**config.mk**
```make
export PLATFORM = sky130hd
export DESIGN_NAME = join_16b_assembler
export DESIGN_NICKNAME = d
export VERILOG_FILES = /design/src/rtl/join_16b_assembler.sv
export SDC_FILE = /design/constraint.sdc
export NUM_CORES = 1
export LEC_CHECK = 0
export ABC_CLOCK_PERIOD_IN_PS = 1700
export CAP_MARGIN = 0
export CELL_PAD_IN_SITES_DETAIL_PLACEMENT = 1
export CELL_PAD_IN_SITES_GLOBAL_PLACEMENT = 1
export CORE_AREA = 8 8 65 89
export CTS_CLUSTER_SIZE = 14
export DETAILED_ROUTE_END_ITERATION = 12
export DIE_AREA = 0 0 73 97
export MAX_ROUTING_LAYER = met4
export PLACE_DENSITY = 0.78
export SLEW_MARGIN = 25
export SYNTH_ARGS = -nofsm -noshare
export SYNTH_HDL_FRONTEND = slang
export SYNTH_SLANG_ARGS = --single-unit
```
**constraint.sdc**
```tcl
create_clock -name clk -period 1.7 [get_ports clk]
set_input_delay 0.17 -clock clk [delete_from_list [all_inputs] [get_ports clk]]
set_output_delay 0.17 -clock clk [all_outputs]
set_load 0.01 [all_outputs]
```
**src/rtl/join_16b_assembler.sv**
```systemverilog
// rtl/join_16b_assembler.sv - byte-to-word assembler with one-word output buffer
// Pairs consecutive bytes into 16-bit words; byte order selected by HIGH_FIRST.
module join_16b_assembler #(
  parameter bit HIGH_FIRST = 1'b0
) (
  input  logic        clk,
  input  logic        rst,
  input  logic        clr,
  input  logic [7:0]  byte_in,
  input  logic        byte_valid,
  output logic        byte_ready,
  output logic [15:0] word_out,
  output logic        word_valid,
  input  logic        word_ready,
  output logic        partial,
  output logic [7:0]  word_count
);

  typedef enum logic {
    PH_FIRST  = 1'b0,
    PH_SECOND = 1'b1
  } phase_t;

  phase_t      phase;
  phase_t      phase_next;
  logic [7:0]  hold;
  logic        byte_fire;
  logic        load_word;
  logic        drain;
  logic [15:0] word_next;

  always_ff @(posedge clk) begin
    if (rst) begin
      phase <= PH_FIRST;
    end else begin
      phase <= phase_next;
    end
  end

  // A second byte may only land when the output slot is empty or draining now.
  always_comb begin
    byte_ready = 1'b0;
    byte_fire  = 1'b0;
    load_word  = 1'b0;
    phase_next = phase;
    byte_ready = !rst && !clr &&
                 !((phase == PH_SECOND) && word_valid && !word_ready);
    byte_fire  = byte_valid && byte_ready;
    load_word  = byte_fire && (phase == PH_SECOND);
    if (clr) begin
      phase_next = PH_FIRST;
    end else if (byte_fire) begin
      phase_next = (phase == PH_FIRST) ? PH_SECOND : PH_FIRST;
    end
  end

  assign drain     = word_valid && word_ready;
  assign word_next = HIGH_FIRST ? {hold, byte_in} : {byte_in, hold};
  assign partial   = (phase == PH_SECOND);

  always_ff @(posedge clk) begin
    if (rst) begin
      hold       <= 8'h00;
      word_out   <= 16'h0000;
      word_valid <= 1'b0;
      word_count <= 8'h00;
    end else begin
      if (byte_fire && (phase == PH_FIRST)) begin
        hold <= byte_in;
      end
      // A fresh word replaces a draining one without a bubble.
      if (load_word) begin
        word_out   <= word_next;
        word_valid <= 1'b1;
      end else if (drain) begin
        word_valid <= 1'b0;
      end
      if (drain) begin
        word_count <= word_count + 8'd1;
      end
    end
  end

endmodule

```
* After elaboration in Yosys (flattened, before gate mapping)
Cells that the tools add are included.
** Word-level totals
- Bits of input ports :: 13
- Word-level logic and storage cells :: 24
- Bits in registers :: 34
- Output and inout port bits :: 27
** Cells by class
- Bitwise operators :: 1
- Add/subtract/negate cells :: 1
- Mux-type cells :: 3
- Reductions and logical operators :: 14
** Operators by type and width (count)
- $add A8 B1 Y8 const B :: 1
- $logic_and A1 B1 Y1 :: 8
- $logic_not A1 Y1 :: 4
- $mux W1 :: 3
- $reduce_bool A2 Y1 :: 1
- $reduce_or A2 Y1 :: 1
- $not A1 Y1 :: 1

* Longest topological paths before layout
- Word-level depth :: 7
- Mapped depth :: 6
- Gate-level depth less buffers :: 4

* Least setup slack after synthesis
No wires, ideal clock.
- Path kind :: reg-to-reg
- Start :: register word_valid
- End :: register word_out[6]
- Stages on the path, launching flop included :: 6
- Clock period less this slack :: 1.347 ns
- Required time :: 1.568 ns
- Path slack :: 0.353 ns
- Setup time :: 0.132 ns
- Arrival :: 1.214 ns
- Path buffers :: 2
- Cell sequence :: dfxtp_1 > or2b_2 > buf_2 > buf_2 > nand4_1 > a21oi_1
** Between the ends
- Longest elaborated chain between the ends :: 6
** Ends and longest elaborated chain
- start: declaration :: line 13 : output logic word_valid,
- start signal: assignment :: line 65 : word_valid <= 1'b0;
- start signal: assignment :: line 74 : word_valid <= 1'b1;
- start signal: assignment :: line 76 : word_valid <= 1'b0;
- $logic_and A1 B1 Y1 (2 in series) :: line 47 : !((phase == PH_SECOND) && word_valid && !word_ready);
- $logic_not A1 Y1 :: line 47
- $logic_and A1 B1 Y1 :: line 46 : byte_ready = !rst && !clr &&
- $logic_and A1 B1 Y1 :: line 48 : byte_fire = byte_valid && byte_ready;
- $logic_and A1 B1 Y1 :: line 49 : load_word = byte_fire && (phase == PH_SECOND);
- end signal: assignment :: line 73 : word_out <= word_next;
- end: declaration :: line 12 : output logic [15:0] word_out,
Every way passes these cells.
A chain may end at the register's enable or synchronous reset.

* Worst setup path in the final report
- Start :: register phase (netlist: partial)
- End :: output partial
** RTL lines
- start: declaration :: line 24 : phase_t phase;
- start signal: assignment :: line 36 : phase <= phase_next;
- end: declaration :: line 15 : output logic partial,
No word-level cell between the ends.

==> results.sh <==
export IMPL_clk_pin_slew_ns=0.08
export IMPL_grt_use_total_pct=13.8
export IMPL_hold_viol=0
export IMPL_p_leak_nw=0.687
export IMPL_rrSetupSlack_ns=0.29
export IMPL_hold_end="hold[3]$_SDFFE_PP0P_"
export IMPL_clock_sinks=34
export IMPL_p_per_area_nw_per_um2=883
export IMPL_diodes=0
export IMPL_p_clk_share_pct=49.0
export IMPL_switching_power_w=0.000391
export IMPL_final_area_um2=2090
export IMPL_area_growth_synth_to_final_pct=44.5
export IMPL_wl_per_cell_um=15.9
export IMPL_worst_path_buf_inv=1
export IMPL_maxCapViolations=0
export IMPL_ys_ff_latch=34
export IMPL_dp_hpwl_um=3210
export IMPL_critPathRequiredTime_ns=1.53
export IMPL_slew_headroom_pct=78.0
export IMPL_netlist_top_cells_area="dfxtp_1 (47%), a21oi_1 (11%), o31ai_1 (9.3%), nand4_1 (7.8%), nand2_1 (5.4%)"
export IMPL_drtPass1Iterations=4
export IMPL_die_w_um=73
export IMPL_synth_ff_type="dfxtp_1"
export IMPL_critical_path_top_delay_family="buffers and inverters"
export IMPL_synth_top_area_share_pct=47.1
export IMPL_grt_ovfl_total=0
export IMPL_num_fill_cells=520
export IMPL_yosysUniqueCellTypes=27
export IMPL_yosysWarningCount=0
export IMPL_drtIter0Drc=45
export IMPL_drc=0
export IMPL_crit_chain="clkdlybuf4s50_1"
export IMPL_fmax_ghz=0.670
export IMPL_die_height_um=97
export IMPL_setup_worst_path_start_class="flip-flop"
export IMPL_multiInputGateArea_um2=681
export IMPL_slew_violations=0
export IMPL_rows=29
export IMPL_slowest_stage="clkdlybuf4s50_1"
export IMPL_finalSetupViolations=0
export IMPL_p_comb_share_pct=7.1
export IMPL_via_per_inst=5.03
export IMPL_fin_util_pct=46.8
export IMPL_antenna_found_initial=0
export IMPL_numCtsBuffers=5
export IMPL_ctsLongestPathBuffers=2
export IMPL_worst_r2r_startpoint="partial$_SDFFE_PP0N_"
export IMPL_cts_root_buf="clkbuf_8"
export IMPL_synth_avg_cell_area_um2=8.66
export IMPL_swShare_pct=21.2
export IMPL_syn_inst=167
export IMPL_max_slew_worst_pin_slew_ns=0.331
export IMPL_ant_nets=0
export IMPL_mostFrequentLayoutCells="clkdlybuf4s50_1 (38), dfxtp_1 (34), a21oi_1 (32)"
export IMPL_grt_max_degree=22
export IMPL_layout_commonest_cell="clkdlybuf4s50_1"
export IMPL_synth_edf_count=0
export IMPL_synth_area_um2=1450
export IMPL_grt_pass1_vias=1572
export IMPL_yosys_area_top_type="dfxtp_1"
export IMPL_finalCritPeriodShare_pct=87.8
export IMPL_critPathMaxStageDelay_ns=0.59
export IMPL_io_pins=40
export IMPL_dieArea_um2=7080
export IMPL_outcome="finished, final reports clean"
export IMPL_gp_congestion=0.733
export IMPL_endpoint_kind="output port"
export IMPL_hp_start="hold[3]$_SDFFE_PP0P_"
export IMPL_drive_gt1_share_pct=14.0
export IMPL_p_int_w=0.00145
export IMPL_htreeDepth=2
export IMPL_skew_ns=0.00931
export IMPL_ctsHoldBuffers=0
export IMPL_regArea_um2=681
export IMPL_place_area_um2=1950
export IMPL_start_util_pct=32.4
export IMPL_min_path_type="flip-flop to flip-flop"
export IMPL_min_path_cells=2
export IMPL_synthArstFlopShare_pct=0
export IMPL_fp_coreArea_um2=4460
export IMPL_reg2reg_to="hold[6]$_SDFFE_PP0P_"
export IMPL_ir_drop_mv=0.516
export IMPL_seqPwrFrac_pct=44.0
export IMPL_grt_pass1_wl_um=7530
export IMPL_critPathKind="flip-flop to output port"
export IMPL_syn_nets=181
export IMPL_io_buffers=39
export IMPL_crit_arrival_ns=1.32
export IMPL_rsz0062_at_grt="false"
export IMPL_nNetsFinal=228
export IMPL_post_cts_buffers=0
export IMPL_period_minus_slack_ns=1.49
export IMPL_wirelength_um=4400
export IMPL_crit_fanout=7
export IMPL_clk_latency_ns=0.29
export IMPL_vias=1394
export IMPL_synth_seq_area_share_pct=47.1
export IMPL_cts_tree="yes"
export IMPL_reg2reg_depth=3
## power groups by stage
stage	Sequential [W]	Clock (W)	Combinational, W
floorplan	0.000830	0	0.0000537
CTS	0.000811	0.000926	0.000131
global placement	0.000829	0	0.000129
finish	0.000811	0.000903	0.000130
detailed placement	0.000830	0	0.000131
global route	0.000812	0.000963	0.000141
## cell families after synthesis
logic type / after synthesis / share of synthesized area (%)
and+or+nand+nor: 60 / 22.8
AOI/OAI and AO/OA: 53 / 21.5
DFF: 34 / 47.1
buffers and inverters: 16 / 5.88
xor gates and xnor gates: 2 / 1.21
muxes: 1 / 0.778
adders and majority gates: 1 / 0.865
## cell usage after synthesis, drive strengths merged (2+ instances only)
library cell and number:
nand3 4, or3 2, a21oi 32, xor2 2, nand2 21, o21ai 3, nand4 18, nor2 6
nor2b 2, dfxtp 34, o31ai 18, clkbuf 6, buf 9, or4 2
## worst max-delay path by stage
stage	startpoint	end	cells past startpoint
6_report	partial$_SDFFE_PP0N_	partial	1
3_3_place_gp	rst	hold[7]$_SDFFE_PP0P_	5
3_5_place_dp	clr	hold[4]$_SDFFE_PP0P_	5
4_1_cts	partial$_SDFFE_PP0N_	partial	1
5_1_grt	partial$_SDFFE_PP0N_	partial	1
2_1_floorplan	word_valid$_SDFFE_PP0P_	word_out[6]$_SDFFE_PP0P_	5
## final cells by class
type,instances,share of cell area (%)
sequential,34,32.6
inverter,1,0.180
multi-input combinational,117,32.6
clock buffer,5,3.29
tap,62,3.71
clock inverter,3,3.29
timing repair buffer,55,24.4
## flip-flops by register name, indices dropped and copies added (netlist names)
signal      count
hold            8
partial         1
word_count      8
word_out       16
word_valid      1
## stage by stage
| step | hold WS, ns | power [W] | instances | worst slack [ns] | setup TNS [ns] |
|---|---|---|---|---|---|
| finish | 0.459 | 0.00184 | 277 | 0.207 | 0 |
| global route | 0.481 | 0.00192 | 277 | 0.142 | 0 |
| CTS | 0.462 | 0.00187 | 277 | 0.192 | 0 |
| detailed placement | 0.451 | 0.000961 | 269 | -0.0368 | -0.203 |
| global placement | 0.443 | 0.000958 | 269 | -0.0264 | -0.203 |
| floorplan | 0.306 | 0.000884 | 167 | 0.353 | 0 |
## metal layers
layer	track usage (%)	vias to the layer above	routed length (um)
met5	-	-	0
met1	14.5	656	1850
li1	-	704	-
met4	6.04	0	82
met2	23.4	28	2330
met3	3.31	6	140
## repair_timing
item | in CTS | in global routing
endpoints found under the setup margin | 1 | 0
gates resized for setup | 1 | 0
endpoints found under the hold margin | 0 | 0
(Power assumes the default switching activity.)
